File: src/rtl/time_set_input_ctrl.sv
// Debounces the set/hour/min/sec buttons and edits a BCD time, committing it with a one-cycle load strobe.
// Raw press to edge pulse is DEBOUNCE_CYCLES+3 cycles; the FSM reacts on the following edge.
module time_set_input_ctrl #(
   parameter int DEBOUNCE_CYCLES = 1000000,
   parameter int CNT_W           = 20
) (
   input  logic        clk,
   input  logic        reset,
   input  logic        btn_set,
   input  logic        btn_hour,
   input  logic        btn_min,
   input  logic        btn_sec,
   input  logic [23:0] cur_time,
   output logic [23:0] new_time,
   output logic        load,
   output logic        editing
);

   localparam logic [1:0] IDLE   = 2'd0;
   localparam logic [1:0] EDIT   = 2'd1;
   localparam logic [1:0] COMMIT = 2'd2;

   localparam logic [CNT_W-1:0] CNT_LAST = CNT_W'(DEBOUNCE_CYCLES - 1);

   // bit 0 = set, 1 = hour, 2 = min, 3 = sec
   logic [3:0]       raw;
   logic [3:0]       sync1_q, sync1_d;
   logic [3:0]       sync2_q, sync2_d;
   logic [3:0]       deb_q, deb_d;
   logic [3:0]       deb_dly_q, deb_dly_d;
   logic [3:0]       edge_q, edge_d;
   logic [CNT_W-1:0] cnt_q [4];
   logic [CNT_W-1:0] cnt_d [4];
   logic [1:0]       state_q, state_d;
   logic [23:0]      time_q, time_d;

   assign raw = {btn_sec, btn_min, btn_hour, btn_set};

   always_comb begin
      sync1_d   = raw;
      sync2_d   = sync1_q;
      deb_d     = deb_q;
      deb_dly_d = deb_q;
      edge_d    = deb_q & ~deb_dly_q;
      for (int i = 0; i < 4; i++) begin
         cnt_d[i] = '0;
         if (sync2_q[i] != deb_q[i]) begin
            if (cnt_q[i] == CNT_LAST) begin
               deb_d[i] = sync2_q[i];
            end else begin
               cnt_d[i] = cnt_q[i] + 1'b1;
            end
         end
      end
   end

   // Hours wrap 23 -> 00; anything not a valid hour also restarts at 00.
   function automatic logic [7:0] inc_hour(input logic [7:0] v);
      logic [7:0] r;
      if (v[7:4] > 4'd2 || v[3:0] > 4'd9 || v >= 8'h23) begin
         r = 8'h00;
      end else if (v[3:0] == 4'd9) begin
         r = {v[7:4] + 4'd1, 4'd0};
      end else begin
         r = {v[7:4], v[3:0] + 4'd1};
      end
      return r;
   endfunction

   function automatic logic [7:0] inc_min_sec(input logic [7:0] v);
      logic [7:0] r;
      if (v[7:4] > 4'd5 || v[3:0] > 4'd9) begin
         r = 8'h00;
      end else if (v[3:0] < 4'd9) begin
         r = {v[7:4], v[3:0] + 4'd1};
      end else if (v[7:4] < 4'd5) begin
         r = {v[7:4] + 4'd1, 4'd0};
      end else begin
         r = 8'h00;
      end
      return r;
   endfunction

   always_comb begin
      state_d = state_q;
      time_d  = time_q;
      case (state_q)
         IDLE: begin
            if (edge_q[0]) begin
               time_d  = cur_time;
               state_d = EDIT;
            end
         end
         EDIT: begin
            if (edge_q[0]) begin
               state_d = COMMIT;
            end else begin
               if (edge_q[1]) time_d[23:16] = inc_hour(time_q[23:16]);
               if (edge_q[2]) time_d[15:8]  = inc_min_sec(time_q[15:8]);
               if (edge_q[3]) time_d[7:0]   = inc_min_sec(time_q[7:0]);
            end
         end
         COMMIT:  state_d = IDLE;
         default: state_d = IDLE;
      endcase
   end

   always_ff @(posedge clk) begin
      if (reset) begin
         sync1_q   <= '0;
         sync2_q   <= '0;
         deb_q     <= '0;
         deb_dly_q <= '0;
         edge_q    <= '0;
         for (int i = 0; i < 4; i++) cnt_q[i] <= '0;
         state_q   <= IDLE;
         time_q    <= '0;
      end else begin
         sync1_q   <= sync1_d;
         sync2_q   <= sync2_d;
         deb_q     <= deb_d;
         deb_dly_q <= deb_dly_d;
         edge_q    <= edge_d;
         for (int i = 0; i < 4; i++) cnt_q[i] <= cnt_d[i];
         state_q   <= state_d;
         time_q    <= time_d;
      end
   end

   assign new_time = time_q;
   assign load     = (state_q == COMMIT);
   assign editing  = (state_q == EDIT);

endmodule

File: config.mk
export PLATFORM = sky130hd
export DESIGN_NAME = time_set_input_ctrl
export DESIGN_NICKNAME = d
export VERILOG_FILES = /design/src/rtl/time_set_input_ctrl.sv
export SDC_FILE = /design/constraint.sdc
export NUM_CORES = 1
export LEC_CHECK = 0
export CAP_MARGIN = 10
export CELL_PAD_IN_SITES_DETAIL_PLACEMENT = 1
export CELL_PAD_IN_SITES_GLOBAL_PLACEMENT = 1
export CORE_ASPECT_RATIO = 0.75
export CORE_MARGIN = 2
export CORE_UTILIZATION = 40
export CTS_CLUSTER_SIZE = 40
export DETAILED_ROUTE_END_ITERATION = 10
export PLACE_DENSITY = 0.8
export SETUP_SLACK_MARGIN = 0.02
export SYNTH_ARGS = -nofsm -noshare
export SYNTH_HDL_FRONTEND = slang
export SYNTH_SLANG_ARGS = --single-unit
File: constraint.sdc
create_clock -name clk -period 3 [get_ports clk]
set_input_delay 0.3 -clock clk [delete_from_list [all_inputs] [get_ports clk]]
set_output_delay 0.3 -clock clk [all_outputs]
set_load 0.01 [all_outputs]
Yosys cells after proc, flatten, opt, wreduce, memory -nomap -nowiden
Memory sizes are Yosys's and may differ from the RTL's.
Index checks and enable logic that the tools add are counted.
- logic and storage cells: 112
- bits in writable memories: 80
- memories: 1
- output and inout port bits: 26
- register bits: 46
- input bits: 30
- bitwise logic cells: 6
- $add $sub $neg: 10
- magnitude comparators: 11
- reduce and logical (&&, ||, !) cells: 17
- equal/unequal tests: 20
- multiplexer cells: 32
- memory list (name ; depth ; width ; read ports ; clocked after memory_dff ; wr ports ; line ; text):
    cnt_q ; 4 ; 20 ; 4 ; 0 ; 4 ; 32 ; logic [CNT_W-1:0] cnt_q [4];
- operators by type and width (cell ; count):
    $mux 20 ; 12
    $mux 8 ; 11
    $add 20x1->20 const B ; 4
    $eq 20x20->1 const B ; 4
    $mux 24 ; 2
    $pmux 24 s2 ; 1
    $add 4x1->4 const B ; 6
    $reduce_and 5->1 ; 3
    $gt 4x4->1 const B ; 3
    $reduce_and 4->1 ; 3
    $reduce_and 2->1 ; 5
    $ge 8x6->1 const B ; 1
    $gt 4x3->1 const B ; 2
    $lt 4x3->1 const B ; 2
    $lt 4x4->1 const B ; 2
    $ne 2x1->1 const B ; 4
    $ne 3x3->1 const B ; 2
    $and 4x4->4 ; 1
    $eq 4x4->1 const B ; 1
    $gt 4x2->1 const B ; 1
    $logic_or 1x1->1 ; 4
    $mux 2 ; 2
    $ne 1x1->1 ; 4
    $ne 2x2->1 const B ; 2
    other kinds (9) ; 14

Longest topological paths before layout
Gate-level depths: netlist (run 1).
- depth in word-level cells: 7
- gate-level depth with buffers: 7
- mapped depth without buffers: 6

Worst setup path after synthesis (run 1)
No wires, ideal clock.
- path type: reg2reg
- start: memory cnt_q[2][0]
- end: memory cnt_q[2][18]
- arrival: 1876 ps
- path buffers: 1
- setup slack: 1054 ps
- period minus slack after synthesis: 1946 ps
- cell stages (with the launch flop): 7
- required time: 2930 ps
- library setup time: 70 ps
- cells stage by stage: dfxtp_1 > ha_1 > nand2_1 > or4_1 > buf_2 > or4_1 > a21oi_1
- RTL lines (element ; line):
    start: declaration ; 32

Final worst setup path (run 1)
- start: register state_q[1]
- end: output editing
- cells in the longest elaborated chain, start to end: 1
- ends and longest elaborated chain (element ; line ; text):
    start: declaration ; 34 ; logic [1:0] state_q, state_d;
    start signal: assignment ; 125 ; state_q <= state_d;
    $eq 2x1->1 ; 132 ; assign editing = (state_q == EDIT);
    end: declaration ; 16 ; output logic editing
No other way between the ends.

==> summary.md, run 1 <==
| Metric | Value |
|---|---|
| Worst-margin pin slew | `0.766 ns` |
| Area fraction of the dominant cell type after synthesis | `42.6%` |
| Metal-1 WL | `7.42 mm` |
| Hold Startpoint | `reset` |
| Post_cts resized | `0` |
| Vias per cell | `5.52` |
| Hold Path Class | `in -> reg` |
| Full die area | `15,800 sq um` |
| Die Width | `145 microns` |
| R2R Setup Slk | `0.73 ns` |
| Setup TNS | `0 ns` |
| Die Height | `109 microns` |
| Post-synthesis sequential area ratio | `42.6%` |
| Worst r2r dst | `cnt_q[3][7]` |
| Ant. Diodes | `0` |
| Syn_nets | `725` |
| Final worst path period need | `2.55 ns` |
| Pwr Total | `4.02 mW` |
| Startpoint Class | `flop` |
| Syn avg cell area | `8.75 sq um` |
| Reg2reg path depth | `4` |
| Worst-path fanout max | `15` |
| Fillers | `1,683` |
| Number of synthesized register bits | `126` |
| Uppermost routed layer | `met4` |
| Post-CTS Hold Fix Bufs | `0` |
| Max-slew headroom | `48.9%` |
| Cells on Worst Hold Path | `2` |
| ANT nets after route | `0` |
| Worst EP arrival | `2.25 ns` |
| Routed vias | `5,219` |
| Initial antenna violation count | `0` |
| Cell taking the most area after synthesis | `dfxtp_1` |
| Share of cells above drive strength 1 | `7.65%` |
| Post-synth EDFFs | `0` |
| Status | `finished, final reports clean` |
| Clock skew | `0.0109 ns` |
| CP Data Required Time | `2.70 ns` |
| DP Wirelength | `10.9 mm` |
| Final Max Tran Viols | `0` |
| DRT Pass-1 Iters | `4` |
| Wirelength per Cell | `16.9 microns` |
| CTS root buffer | `clkbuf_16` |
| Final Cycle Share | `85.1%` |
| RSZ-0062 raised after global routing | `false` |
| I/O Buffers | `55` |
| Synth Flop Type | `dfxtp_1` |
| Met2 Routed Length | `7.72 mm` |
| Dpl cell area | `6660 sq um` |
| Crit path capture type | `primary output` |
| Core ar. | `14,500 sq um` |
| Number of synthesis warnings | `0` |
| Wirelength, routed | `16.0 mm` |
| Final hold vios | `0` |
| I/O pin cnt | `56` |
| Setup Fix Bufs, Post-CTS | `0` |
| Pwr per Cell Area | `550 nW/um^2` |
| Total track usage | `21.4%` |
| Row cnt | `38` |
| Final setup viols | `0` |
| CTS Buffer Depth | `2` |
| Nets | `780` |
| Largest net degree at the start of global routing | `26` |
| Final hold slack | `0.296 ns` |
| Clock slew at reported path FFs | `0.06 ns` |
| Max Clock Freq | `392 MHz` |
| Finished Cell Area | `7310 sq um` |
| Starting Density | `41.0%` |
| Met3 Wirelength | `597 microns` |
| Finished Core Util | `50.5%` |
| Peak VDD IR | `0.427 mV` |
| Leakage Power | `2.38 nW` |
| Synth area leaders | `dfxtp_1 43%, a21oi_1 4.3%, xor2_1 3.8%` |
| Async set-reset flop share out of synthesis | `0%` |
| Synthesized area | `5930 sq um` |
| Syn Inst Count | `677` |
| Worst-skew pair later-pin latency | `0.42 ns` |
| CP Class | `reg -> out` |
| Unique cell type count in the Yosys netlist | `59` |
| Global-route wire length before repair | `26.8 mm` |
| Max Cap Viol | `0` |
| H-Tree Depth | `4` |
| P&R area growth vs syn | `23.3%` |
| Gr ovfl total | `0` |
| Placer's final routability congestion estimate | `0.799` |
| CTS buffer count | `17` |
| First DRT Iteration DRCs | `229` |
| Hold Path Sink | `sync2_q[0]` |
| Residual DRC | `0` |
| CTS tree | `done` |
| Clk sinks | `126` |
| Number of global-route vias before repair | `5,477` |
| R2R Path Start | `cnt_q[3][16]` |
==> worst max-delay path by stage <==
stage / startpoint / endpoint / slack (ns)
after floorplan: cnt_q[2][0] / cnt_q[2][18] / 1.05
after global placement: cnt_q[1][11] / cnt_q[1][7] / 0.92
after detailed placement: cnt_q[3][16] / cnt_q[3][6] / 0.79
after CTS: state_q[1] / editing / 0.44
after global routing: state_q[1] / editing / 0.32
final: state_q[1] / editing / 0.45
==> final cells by class <==
cell class / count / area, sq um / area share [%]
clock inverter: 12 / 181 / 2.48
tap: 200 / 250 / 3.43
multi-input combinational: 486 / 3140 / 43.0
sequential: 126 / 2520 / 34.5
timing repair buffer: 61 / 591 / 8.08
inverter: 40 / 150 / 2.06
clock buffer: 20 / 467 / 6.39
==> logic make-up after synthesis <==
kind of cell / Yosys count / synth area share [%]
AOI/OAI and AO/OA: 150 / 17.2
adders and majority gates: 18 / 3.80
and+or+nand+nor: 270 / 25.0
DFF: 126 / 42.6
buffers and inverters: 65 / 4.39
xor gates and xnor gates: 48 / 7.09
==> placed cells by master (no fill, tap or decap), types with 4 or more instances in the layout <==
master,instances
dfxtp_1,126
nor2_1,59
clkdlybuf4s50_1,54
a21oi_1,51
inv_1,40
nand2_1,37
nand3_1,34
xor2_1,26
o21ai_0,25
xnor2_1,22
nand4_1,20
or3_1,20
ha_1,18
nor2b_1,17
clkbuf_16,17
or4_1,16
nor3_1,13
o31ai_1,10
a211oi_1,10
nand2b_1,7
and3_1,7
o32ai_1,7
a22oi_1,7
and2_1,6
buf_4,6
nor4_1,5
a32oi_1,5
and4_1,4
a21o_1,4
or4b_1,4
or2_2,4
bufinv_16,4
==> where the power goes <==
group	internal, mW	switching (mW)	total (mW)
combinational	0.0459	0.0381	0.0840
clock	1.46	0.785	2.25
sequential	1.68	0.00389	1.68
==> flip-flops by register name, summed over array words and instances (netlist names) <==
| signal | count |
|---|---|
| state_q | 2 |
| cnt_q | 80 |
| new_time | 24 |
| deb_dly_q | 4 |
| deb_dly_d | 4 |
| sync1_q | 4 |
| sync2_q | 4 |
| edge_q | 4 |
==> synthesized netlist by cell type, types with 3 or more instances <==
cell and count:
a21o_1 4, and4_1 4, nor3_1 13, o21a_1 3, a32oi_1 5, nor3b_1 3, or2_2 4, inv_1 40
a311oi_1 3, a211oi_1 10, or3_1 20, xnor2_1 22, buf_2 7, o31ai_1 10, a21oi_1 51, xor2_1 26
a221oi_1 3, a22oi_1 7, a2111oi_2 3, nand4b_1 3, or4_1 16, nor4_1 5, nor2_1 59, o32ai_1 7
o21ai_0 25, and3_1 7, ha_1 18, nor2b_1 17, nand4_1 20, clkbuf_1 15, nand2_1 37, nand3_1 34
nand3b_1 3, and2_1 6, dfxtp_1 126, nand2b_1 7, or4b_1 4
==> stage by stage <==
step                worst slack [ns]  instances
CTS                            0.439        945
floorplan                       1.05        677
global placement               0.918        913
finish                         0.446        945
detailed placement             0.787        913
global route                   0.317        945
==> worst max-delay path: stages (launching register included) <==
cell and delay, ns:
dfxtp_1 0.50, nand2b_1 0.59, inv_1 0.21, clkdlybuf4s50_1 0.53
==> routing by layer <==
metal  up-vias  track usage [%]
li1       2562                -
met2        90             37.8
met4         0             7.07
met5         -                0
met3        24             4.83
met1      2543             25.9
Power figures use the tool's default switching activity.
==> run 2, diff against run 1 <==
SETUP_SLACK_MARGIN = unset   (was 0.02)
==> results of run 2 <==
The final DEF is identical to that of run 1; final timing and power are the same.
